## src/rtl/mult_share_arbiter.sv

```systemverilog
// Two-requester front end for a shared 32x32->64 multiplier with in-order product return.
// Optional MULT_ARB_FIXED_PRIO_EN gives port 0 fixed priority instead of round-robin.
module mult_share_arbiter #(
    parameter int unsigned TAG_DEPTH = 8,
    parameter int unsigned TAG_AW    = 3
) (
    input  logic              clk,
    input  logic              rst,
    input  logic [31:0]       r0_a_tdata,
    input  logic [31:0]       r0_b_tdata,
    input  logic              r0_tvalid,
    output logic              r0_tready,
    input  logic [31:0]       r1_a_tdata,
    input  logic [31:0]       r1_b_tdata,
    input  logic              r1_tvalid,
    output logic              r1_tready,
    output logic [63:0]       q0_tdata,
    output logic              q0_tvalid,
    input  logic              q0_tready,
    output logic [63:0]       q1_tdata,
    output logic              q1_tvalid,
    input  logic              q1_tready,
    output logic [31:0]       m_a_tdata,
    output logic [31:0]       m_b_tdata,
    output logic              m_a_tvalid,
    output logic              m_b_tvalid,
    input  logic              m_a_tready,
    input  logic              m_b_tready,
    input  logic [63:0]       m_out_tdata,
    input  logic              m_out_tvalid,
    output logic              m_out_tready,
    output logic [TAG_AW:0]   inflight,
    output logic              err_orphan
);

    localparam logic [TAG_AW:0] DepthCnt = (TAG_AW + 1)'(TAG_DEPTH);

    typedef enum logic [0:0] {StIdle, StHold} state_e;

    state_e              state_q, state_d;
    logic                grant_q, grant_d;
    logic                last_q, last_d;
    logic                err_q, err_d;
    logic [TAG_AW-1:0]   wr_ptr_q, wr_ptr_d;
    logic [TAG_AW-1:0]   rd_ptr_q, rd_ptr_d;
    logic [TAG_AW:0]     count_q, count_d;
    logic                tag_q [TAG_DEPTH];

    logic empty, full, head, head_ready, pop, push, req_valid, m_valid, pick;

    // Return path: head tag steers the product; empty FIFO swallows orphans.
    always_comb begin
        empty        = (count_q == '0);
        full         = (count_q == DepthCnt);
        head         = tag_q[rd_ptr_q];
        head_ready   = head ? q1_tready : q0_tready;
        m_out_tready = empty ? m_out_tvalid : head_ready;
        pop          = m_out_tvalid & ~empty & head_ready;
        q0_tdata     = m_out_tdata;
        q1_tdata     = m_out_tdata;
        q0_tvalid    = m_out_tvalid & ~empty & ~head;
        q1_tvalid    = m_out_tvalid & ~empty & head;
    end

    // Issue path: a pop in the same cycle frees a slot for a push.
    always_comb begin
        req_valid  = grant_q ? r1_tvalid : r0_tvalid;
        m_valid    = (state_q == StHold) & req_valid & (~full | pop);
        m_a_tvalid = m_valid;
        m_b_tvalid = m_valid;
        push       = m_valid & m_a_tready & m_b_tready;
        r0_tready  = push & ~grant_q;
        r1_tready  = push & grant_q;
        m_a_tdata  = grant_q ? r1_a_tdata : r0_a_tdata;
        m_b_tdata  = grant_q ? r1_b_tdata : r0_b_tdata;
        inflight   = count_q;
        err_orphan = err_q;
    end

    always_comb begin
`ifdef MULT_ARB_FIXED_PRIO_EN
        pick = ~r0_tvalid;
`else
        pick = (r0_tvalid & r1_tvalid) ? ~last_q : r1_tvalid;
`endif
    end

    always_comb begin
        state_d  = state_q;
        grant_d  = grant_q;
        last_d   = last_q;
        err_d    = err_q | (m_out_tvalid & empty);
        wr_ptr_d = wr_ptr_q;
        rd_ptr_d = rd_ptr_q;
        count_d  = count_q;
        unique case (state_q)
            StIdle: begin
                if (r0_tvalid | r1_tvalid) begin
                    grant_d = pick;
                    state_d = StHold;
                end
            end
            StHold: begin
                if (push) begin
                    last_d  = grant_q;
                    state_d = StIdle;
                end
            end
            default: state_d = StIdle;
        endcase
        if (push) wr_ptr_d = wr_ptr_q + 1'b1;
        if (pop)  rd_ptr_d = rd_ptr_q + 1'b1;
        if (push && !pop) begin
            count_d = count_q + 1'b1;
        end else if (pop && !push) begin
            count_d = count_q - 1'b1;
        end
    end

    always_ff @(posedge clk or posedge rst) begin
        if (rst) begin
            state_q  <= StIdle;
            grant_q  <= 1'b0;
            last_q   <= 1'b1;
            err_q    <= 1'b0;
            wr_ptr_q <= '0;
            rd_ptr_q <= '0;
            count_q  <= '0;
            for (int i = 0; i < int'(TAG_DEPTH); i++) begin
                tag_q[i] <= 1'b0;
            end
        end else begin
            state_q  <= state_d;
            grant_q  <= grant_d;
            last_q   <= last_d;
            err_q    <= err_d;
            wr_ptr_q <= wr_ptr_d;
            rd_ptr_q <= rd_ptr_d;
            count_q  <= count_d;
            if (push) tag_q[wr_ptr_q] <= grant_q;
        end
    end

endmodule
```

## config.mk

```make
export PLATFORM = sky130hd
export DESIGN_NAME = mult_share_arbiter
export DESIGN_NICKNAME = d
export VERILOG_FILES = /design/src/rtl/mult_share_arbiter.sv
export SDC_FILE = /design/constraint.sdc
export NUM_CORES = 1
export LEC_CHECK = 0
export ABC_AREA = 1
export BUFFER_PORTS_ARGS = -buffer_cell sky130_fd_sc_hd__buf_2
export CORE_AREA = 2 2 156 158
export DETAILED_ROUTE_END_ITERATION = 10
export DIE_AREA = 0 0 158 160
export GPL_TIMING_DRIVEN = 0
export PLACE_DENSITY = 0.37
export SYNTH_ARGS = -nofsm -noshare
export SYNTH_HDL_FRONTEND = slang
export SYNTH_SLANG_ARGS = --single-unit
export TNS_END_PERCENT = 20
```

## constraint.sdc

```tcl
create_clock -name clk -period 3.5 [get_ports clk]
set_input_delay 0 -clock clk [delete_from_list [all_inputs] [get_ports clk]]
set_output_delay 0 -clock clk [all_outputs]
set_load 0.01 [all_outputs]
```

==> results of run 1 <==
## timing repair
action	in CTS	in global routing
setup endpoints to repair	0	0
hold endpoints to repair	22	0
hold buffers	2	0
## cell usage after synthesis, types with 2 or more instances
cell type  count
a21oi_1        4
buf_1          5
buf_4        129
clkbuf_1      11
dfrtp_1       21
ha_1           5
inv_1         25
inv_2          2
nand2_1      232
nand2_4        4
nand3_1        5
nand3_2        2
nand4_1       17
nor2_1         7
nor3_1         8
o21ai_0        4
xnor2_1        2
xor2_1         4
## placed cells by master, fill, tap and decap left out, types with 4 or more instances in the layout
cell type	n
nand2_1	232
nor2_1	7
nand2_4	4
ha_1	5
clkbuf_1	11
inv_1	25
nor3_1	8
a21oi_1	4
buf_4	129
buf_1	5
nand3_1	5
nand4_1	17
dfrtp_1	21
o21ai_0	4
xor2_1	4
buf_2	340
## cells by family after synthesis
kind of cell             synth area share
flip-flops                          0.175
adder cells (fa/ha/maj)            0.0262
buffers and inverters               0.360
AO/OA/AOI/OAI                      0.0258
XOR/XNOR                           0.0167
multiplexers                      0.00358
AND/OR/NAND/NOR                     0.392
## critical path: cells and delay by family (launching register included)
kind / cells / cell delay (ps)
xor gates and xnor gates: 1 / 140
AOI/OAI and AO/OA: 2 / 340
adders and majority gates: 2 / 450
DFF: 1 / 480
and+or+nand+nor: 9 / 1330
buffers and inverters: 1 / 110
## area by class of cell
class,count,area share
multi-input combinational,308,0.272
inverter,28,0.0196
tap,324,0.0755
buffer,145,0.192
sequential,22,0.103
clock buffer,4,0.0166
antenna,2,0.000932
timing repair buffer,342,0.321
## registers in the layout, indices dropped and copies added, names as in the netlist
name / cells
last_q: 1
rd_ptr_q: 3
state_q: 1
wr_ptr_q: 3
tag_q: 8
grant_q: 1
err_orphan: 1
inflight: 4
## power by group
part	internal (µW)	switching [µW]	total [µW]
combinational	861	1350	2210
sequential	369	131	500
clock	174	92.5	267
## routing by layer
metal | vias to the layer above | track usage | wire length [µm]
li1 | 2110 | - | -
met4 | 2 | 0.0139 | 157
met3 | 12 | 0.0228 | 1050
met2 | 182 | 0.207 | 7770
met5 | - | 0 | 13
met1 | 1681 | 0.140 | 6290
## worst paths after layout
check,startpoint,to,slack (ps),depth (start not counted)
max,inflight[1]$_DFFE_PP0P_,inflight[3]$_DFFE_PP0P_,520,15
min,r1_tvalid,grant_q$_DFFE_PP0P_,10,2
max reg2reg,inflight[1]$_DFFE_PP0P_,inflight[3]$_DFFE_PP0P_,520,15
min reg2reg,err_orphan$_DFF_PP0_,err_orphan$_DFF_PP0_,470,2
max in group asynchronous,rst,rd_ptr_q[0]$_DFFE_PP0P_,2450,3
min in group asynchronous,rst,wr_ptr_q[2]$_DFFE_PP0P_,500,3
## stage by stage
| stage | cells | hold slack, ps | cell area [µm²] |
|---|---|---|---|
| after global routing | 1175 | 22.7 | 5370 |
| after floorplan | 503 | -11.5 | 3150 |
| final | 1175 | 11.8 | 5370 |
| after CTS | 1173 | 8.30 | 5360 |
| after global placement | 1167 | 184 | 5250 |
| after detailed placement | 1167 | 183 | 5250 |
==> flow_summary.yaml, run 1 <==
outcome:
  status: "completed"
logic_synthesis:
  ys_ff_latch: 22
  seq_area_frac_synth: 0.175
  synth_area_leaders: "buf_4 (31%), nand2_1 (28%), dfrtp_1 (17%)"
  syn_area_per_cell_um2: 6.26
  synth_edf_count: 0
  synth_top_area_cell: "buf_4"
  netlist_area_um2: 3150
  synthArstFlopShare: 1.00
  ys_types: 34
  synthCells: 503
  ys_warn_count: 0
  syn-num-nets: 710
  synth.top_cell.area_share: 0.308
  synthFlopType: "dfrtp_1"
worst_setup_path:
  crit_slowest_cell: "dfrtp_1"
  crit_arrival_ps: 3110
  cp_data_required_time_ps: 3640
  max_stage_delay_ps: 480
  path_common_cell: "nor2_1"
  cp_cell_sequence: "nor4_1, nor2_1, nand3_4, nand2_4, nand2_4, nor2_8, ha_1, inv_1, ha_1, a21o_1, a21oi_1, nor2_1, nor2_1, nand2_1, xor2_1"
  critPathKind: "reg2reg"
  path_max_fanout: 9
  start_kind: "flop"
  cp-end-kind: "flop"
route:
  routedWlPerCell_um: 13.0
  viasPerCell: 3.39
  vias: 3987
  wl_mm: 15.3
  drt_first_iter_violations: 84
  drc: 0
  antenna_left: 0
  first_pass_iters: 4
timing:
  report.final.slew_viol_count: 0
  clock_skew_ps: 4.79
  rsz0062_at_grt: "no"
  setup_slack_ps: 524
  finalSetupViolCount: 0
  relSlewSlack: 0.400
  hold_viol: 0
  fin_setup_tns_ps: 0
  fmaxAchievable_mhz: 336
  fin_crit_ps: 2980
  tightest_slew_ps: 899
  fin_crit_sh: 0.850
grt:
  grt_start_max_net_pins: 23
  grtUsageTotal: 0.113
  grt_pass1_vias: 3899
  overflow: 0
  antenna_found_initial: 3
  grt_pass1_wl_mm: 22.2
cts:
  cts_resized: 0
  clk_latency_ps: 250
  cts-htree-levels: 1
  clk_pin_slew_ps: 60
  cts_made_buffers: 3
  cts.sinks: 22
  post-cts-setup-buffers: 0
  cts_tree: "done"
  cts_max_path_buffers: 2
  root_buffer: "clkbuf_16"
layout:
  multiInputGateArea_um2: 1460
  fin_util: 0.225
  finalNetCount: 1057
  fillerInstances: 2816
  drive_gt1_frac: 0.581
  syn_to_final_growth_pct: 70.6
  regArea_um2: 552
power:
  finalPower_uw: 2980
  leakage_uw: 0.00331
  pwr_density_cell_nw_per_um2: 554
  peakVddDrop_v: 0.000239
place:
  pre_cts_slack_ps: 524
  dp_hpwl_mm: 13.5
  gp_congestion: 0.865
  port_buffers: 340
die:
  initial_utilization: 0.132
  fp.dieW_um: 158
  fp.dieArea_um2: 25300
  core_um2: 23800
  pin_count: 405
  die_height_um: 160
  rows: 57
job:
  maxCapViolCount: 0
hold_path:
  hold_path.class: "in2reg"
No activity file was read; power rests on OpenSTA's default activity.
==> run 2: changes to the inputs <==
--- a/config.mk
+++ b/config.mk
@@ -5,13 +5,12 @@
 export SDC_FILE = /design/constraint.sdc
 export NUM_CORES = 1
 export LEC_CHECK = 0
-export ABC_AREA = 1
 export BUFFER_PORTS_ARGS = -buffer_cell sky130_fd_sc_hd__buf_2
-export CORE_AREA = 2 2 156 158
+export CORE_AREA = 2 2 158 160
 export DETAILED_ROUTE_END_ITERATION = 10
-export DIE_AREA = 0 0 158 160
+export DIE_AREA = 0 0 160 162
 export GPL_TIMING_DRIVEN = 0
-export PLACE_DENSITY = 0.37
+export PLACE_DENSITY = 0.35
 export SYNTH_ARGS = -nofsm -noshare
 export SYNTH_HDL_FRONTEND = slang
 export SYNTH_SLANG_ARGS = --single-unit
==> run 2 against run 1 <==
  * Worst hold slack improved by 22 ps
  * Clock skew about the same
  * Sequential cell count stayed put
  * Critical path depth decreased by 2
  * Global-route usage fell by 3.5 points
  * Maximum frequency decreased by 8.4%
  * First-iteration DRC count down 27%
  * Die area up 2.5%
  * Combinational power is 16% lower
  * Area after synthesis down 6.2%
  * Clock power hardly changed
  * Clock-buffer cell count unchanged
==> flow_summary.yaml, run 2 <==
logic_synthesis:
  synth.most_common_cell: "buf_4"
  netlist_area_um2: 2950
  synth_top_area_cell: "buf_4"
  synth.top_cell.area_share: 0.331
  synthCells: 306
  ys_types: 34
  synth_area_leaders: "buf_4 (33%), mux2_2 (28%), dfrtp_1 (18%)"
  yosys-top-cells-count: "buf_4 (130), mux2_2 (73), dfrtp_1 (21)"
  syn-num-nets: 513
  synth_edf_count: 0
  synthFlopType: "dfrtp_1"
  syn_area_per_cell_um2: 9.64
  ys_warn_count: 0
  seq_area_frac_synth: 0.187
  ys_ff_latch: 22
  synthArstFlopShare: 1.00
worst_setup_path:
  cp-end-kind: "flop"
  r2r-start: "rd_ptr_q[0]$_DFFE_PP0P_"
  r2r_cells: 13
  cp-startpoint: "rd_ptr_q[0]$_DFFE_PP0P_"
  critPathKind: "reg2reg"
  start_kind: "flop"
  cp_data_required_time_ps: 3640
  critPathBufInv: 2
  cp_top_family: "multiplexers"
  crit_slowest_cell: "mux4_2"
  max_stage_delay_ps: 550
  crit_arrival_ps: 3390
  path_common_cell: "ha_1"
  path_max_fanout: 7
  cp_cell_sequence: "mux4_2, mux2i_4, mux2_4, and3_1, buf_4, ha_1, inv_1, ha_1, a21o_1, a21oi_1, xnor2_1, nor2_1, xor2_1"
  critical_path_cell_count: 13
hold_path:
  worstHoldStart: "m_out_tvalid"
  hold_path.class: "in2reg"
  min_delay_path_depth: 3
layout:
  layout.cells.non_filler: 977
  drive_gt1_frac: 0.851
  final_cell_mix: "buf_2 (340), buf_4 (132), mux2_2 (73)"
  final_common_cell: "buf_2"
  fillerInstances: 2741
  antenna_cells: 0
  syn_to_final_growth_pct: 75.1
  finalNetCount: 861
  regMostFlops: "tag_q"
  largest_reg_flops: 8
grt:
  overflow: 0
  grt_pass1_vias: 3004
  antenna_found_initial: 3
  grtUsageTotal: 0.0787
  grt_start_max_net_pins: 23
  grt_pass1_wl_mm: 16.3
timing:
  report.final.slew_viol_count: 0
  tightest_slew_ps: 892
  fin_crit_ps: 3250
  hold_viol: 0
  fmaxAchievable_mhz: 308
  rsz0062_at_grt: "no"
  fin_setup_tns_ps: 0
  clock_skew_ps: 4.47
  fin_crit_sh: 0.929
  relSlewSlack: 0.405
  finalSetupViolCount: 0
die:
  die_height_um: 162
  fp.dieW_um: 160
  initial_utilization: 0.122
  fp.dieArea_um2: 25900
  core_um2: 24100
  pin_count: 405
  rows: 57
power:
  finalPower_uw: 2620
  peakVddDrop_v: 0.000175
  pwr_density_cell_nw_per_um2: 508
  leakage_uw: 0.00283
outcome:
  status: "completed"
route:
  wl_mm: 11.7
  drc: 0
  viasPerCell: 3.22
  antenna_left: 0
  routedWlPerCell_um: 11.9
  drt_first_iter_violations: 61
  vias: 3146
  first_pass_iters: 4
place:
  dp_hpwl_mm: 10.4
  gp_congestion: 0.725
  port_buffers: 340
  placedCellCount: 970
cts:
  clk_latency_ps: 250
  cts_made_buffers: 3
  cts.sinks: 22
  cts_max_path_buffers: 2
  root_buffer: "clkbuf_16"
  cts-htree-levels: 1
  clk_pin_slew_ps: 60
  cts_tree: "done"
job:
  maxCapViolCount: 0
==> run 2: cell types whose count changed in the layout (fill, tap and decap cells not counted), moves of 5 or more <==
| cell | delta |
|---|---|
| nand2_1 | -225 |
| mux2_2 | +72 |
| inv_1 | -20 |
| nand4_1 | -12 |
| nor3_1 | -7 |
| nor2b_1 | +5 |
==> run 2: cell type report <==
cell class	count	area, µm²	area share
plain buffers	140	1020	0.198
clock buffers	4	88.8	0.0172
inverters	5	18.8	0.00363
multi-input cells	139	1350	0.262
flip-flops and latches	22	553	0.107
well taps	324	405	0.0785
repair buffers	343	1730	0.334
==> run 2: path summary, 6_finish.rpt <==
kind | endpoint | slack [ps]
max | inflight[3]$_DFFE_PP0P_ | 250
min | err_orphan$_DFF_PP0_ | 30
max reg2reg | inflight[3]$_DFFE_PP0P_ | 250
min reg2reg | err_orphan$_DFF_PP0_ | 500
max in group asynchronous | rd_ptr_q[0]$_DFFE_PP0P_ | 2380
min in group asynchronous | tag_q[6]$_DFFE_PP0P_ | 520
==> run 2: where the power goes <==
group | internal, µW | switching (µW) | leakage (µW)
Sequential | 377 | 124 | 0.000265
Clock | 174 | 90.9 | 0.0000442
Combinational | 992 | 863 | 0.00252
Total | 1540 | 1080 | 0.00283
==> run 2: stage by stage <==
stage	setup slack [ps]	util	instance area, µm²	hold WS, ps
finish	250	0.214	5160	34.2
floorplan	370	-	2950	-11.5
CTS	69.1	0.214	5160	27.8
global placement	58.6	0.210	5060	185
detailed placement	97.6	0.210	5060	183
global route	36.7	0.214	5160	39.1
==> run 2: kinds of logic (layout without fill, tap and decap cells) <==
group	after synthesis	after routing	synth area share
AOI/OAI and AO/OA	8	8	0.0187
muxes	82	82	0.327
DFF	22	22	0.187
xor gates and xnor gates	8	8	0.0237
buffers and inverters	145	492	0.352
adders and majority gates	6	6	0.0280
and+or+nand+nor	35	35	0.0628
==> run 2: metal layers <==
metal  wire length, µm  vias up  GRT usage
met5                 0        -          0
met4                79        0    0.00983
met3               970        8     0.0140
met2              6760      205      0.167
met1              3850     1327     0.0806
li1                  -     1606          -
==> run 2: tightest hold or removal path: cells and delay by family <==
kind | cells | cell delay, ps
buffers and inverters | 2 | 180
AOI/OAI and AO/OA | 1 | 70
==> run 2: repair_timing <==
item / 4_1_cts / 5_1_grt
hold buffers: 1 / 0
endpoints found under the hold margin: 21 / 0
setup buffers: 0 / 2
gates resized for setup: 0 / 3
endpoints found under the setup margin: 0 / 1
==> run 3: changes to the inputs <==
--- a/config.mk
+++ b/config.mk
@@ -10,6 +10,7 @@
 export DETAILED_ROUTE_END_ITERATION = 10
 export DIE_AREA = 0 0 160 162
 export GPL_TIMING_DRIVEN = 0
+export MAX_ROUTING_LAYER = met4
 export PLACE_DENSITY = 0.35
 export SYNTH_ARGS = -nofsm -noshare
 export SYNTH_HDL_FRONTEND = slang
==> run 3 against run 2 <==
  * Total power fell by 0.53%
  * Final area fell by 0.15%
  * Maximum frequency barely moved
  * Utilization barely moved
  * Critical path depth did not move
  * Final cell count fell by 0.10%
  * Global-route usage rose by 0.24 points
  * Via count rose by 0.22%
==> flow_summary.yaml, run 3 (synthesized netlist as in run 2, its figures left out) <==
die:
  rows: 57
  core_um2: 24100
  initial_utilization: 0.122
  fp.dieArea_um2: 25900
  fp.dieW_um: 160
  die_height_um: 162
  pin_count: 405
cts:
  clk_latency_ps: 250
  cts-htree-levels: 1
  root_buffer: "clkbuf_16"
  cts_max_path_buffers: 2
  cts_tree: "done"
  clk_pin_slew_ps: 60
  cts.sinks: 22
  cts_made_buffers: 3
outcome:
  status: "completed"
layout:
  final_common_cell: "buf_2"
  regMostFlops: "tag_q"
  syn_to_final_growth_pct: 74.8
  final_cell_mix: "buf_2 (340), buf_4 (131), mux2_2 (73)"
  antenna_cells: 0
  layout.cells.non_filler: 976
  drive_gt1_frac: 0.851
  fin_area_um2: 5160
  largest_reg_flops: 8
  finalNetCount: 860
route:
  viasPerCell: 3.23
  drc: 0
  antenna_left: 0
  first_pass_iters: 4
  vias: 3153
  wl_mm: 11.7
  routedWlPerCell_um: 11.9
  drt_first_iter_violations: 55
worst_setup_path:
  cp_data_required_time_ps: 3640
  cp-end-kind: "flop"
  cp-startpoint: "rd_ptr_q[0]$_DFFE_PP0P_"
  crit_arrival_ps: 3390
  start_kind: "flop"
  path_max_fanout: 7
  rrSetupSlack_ps: 250
  r2r-start: "rd_ptr_q[0]$_DFFE_PP0P_"
  critPathKind: "reg2reg"
grt:
  grt_pass1_vias: 3005
  overflow: 0
  antenna_found_initial: 3
  grt_pass1_wl_mm: 16.3
  grt_start_max_net_pins: 23
  grtUsageTotal: 0.0811
timing:
  fin_crit_sh: 0.929
  fmaxAchievable_mhz: 308
  fin_setup_tns_ps: 0
  relSlewSlack: 0.405
  rsz0062_at_grt: "no"
  fin_crit_ps: 3250
  finalSetupViolCount: 0
  report.final.slew_viol_count: 0
  tightest_slew_ps: 891
  clock_skew_ps: 5.15
  hold_viol: 0
job:
  maxCapViolCount: 0
place:
  port_buffers: 340
  placedCellCount: 970
  dp_hpwl_mm: 10.4
  placed_cell_area_um2: 5060
  gp_congestion: 0.739
power:
  pwr_density_cell_nw_per_um2: 506
  leakage_uw: 0.00283
  peakVddDrop_v: 0.000178
hold_path:
  worstHoldStart: "m_out_tvalid"
  hold_path.class: "in2reg"
run 3: area by class of cell:
| cell class | count | area [µm²] |
|---|---|---|
| multi-input combinational | 139 | 1350 |
| tap | 324 | 405 |
| clock buffer | 4 | 88.8 |
| sequential | 22 | 553 |
| fill | 2742 | 18900 |
| inverter | 5 | 18.8 |
| buffer | 140 | 1020 |
| timing repair buffer | 342 | 1720 |
run 3: per-layer routing:
metal,up-vias,share of wire,GRT usage
met2,207,0.58,0.167
met1,1333,0.34,0.0830
li1,1605,-,-
met3,8,0.076,0.0102
met5,-,0,-
met4,0,0.0068,0.00983
run 3: through the flow:
| stage | total power (µW) | util | setup slack, ps | hold WS, ps |
|---|---|---|---|---|
| CTS | 2640 | 0.214 | 69.1 | 27.8 |
| floorplan | 1690 | - | 370 | -11.5 |
| finish | 2610 | 0.214 | 250 | 34.2 |
| detailed placement | 2370 | 0.210 | 97.6 | 183 |
| global route | 2830 | 0.214 | 36.7 | 39.1 |
| global placement | 2390 | 0.210 | 58.6 | 185 |
run 3: path summary, 6_finish.rpt:
kind                                            to  cells past startpoint
min reg2reg                   err_orphan$_DFF_PP0_                      1
max reg2reg                inflight[3]$_DFFE_PP0P_                     13
max                        inflight[3]$_DFFE_PP0P_                     13
min in group asynchronous     tag_q[6]$_DFFE_PP0P_                      3
max in group asynchronous  rd_ptr_q[0]$_DFFE_PP0P_                      3
min                           err_orphan$_DFF_PP0_                      3
run 3: worst max-delay path, stage by stage (launching register included):
cell and delay [ps]:
dfrtp_2 420, mux4_2 550, mux2i_4 220, mux2_4 350, and3_1 190, buf_4 160
ha_1 210, inv_1 110, ha_1 240, a21o_1 180, a21oi_1 170, xnor2_1 130
nor2_1 70, xor2_1 140
run 3: what timing repair did:
item | in CTS | in global routing
endpoints found under the hold margin | 21 | 0
endpoints found under the setup margin | 0 | 1
gates resized for setup | 0 | 3
setup buffers | 0 | 1
hold buffers | 1 | 0
run 3: report_power, final:
group	internal (µW)	switching, µW	total, µW
Sequential	377	124	501
Clock	174	90.0	264
Combinational	981	861	1840
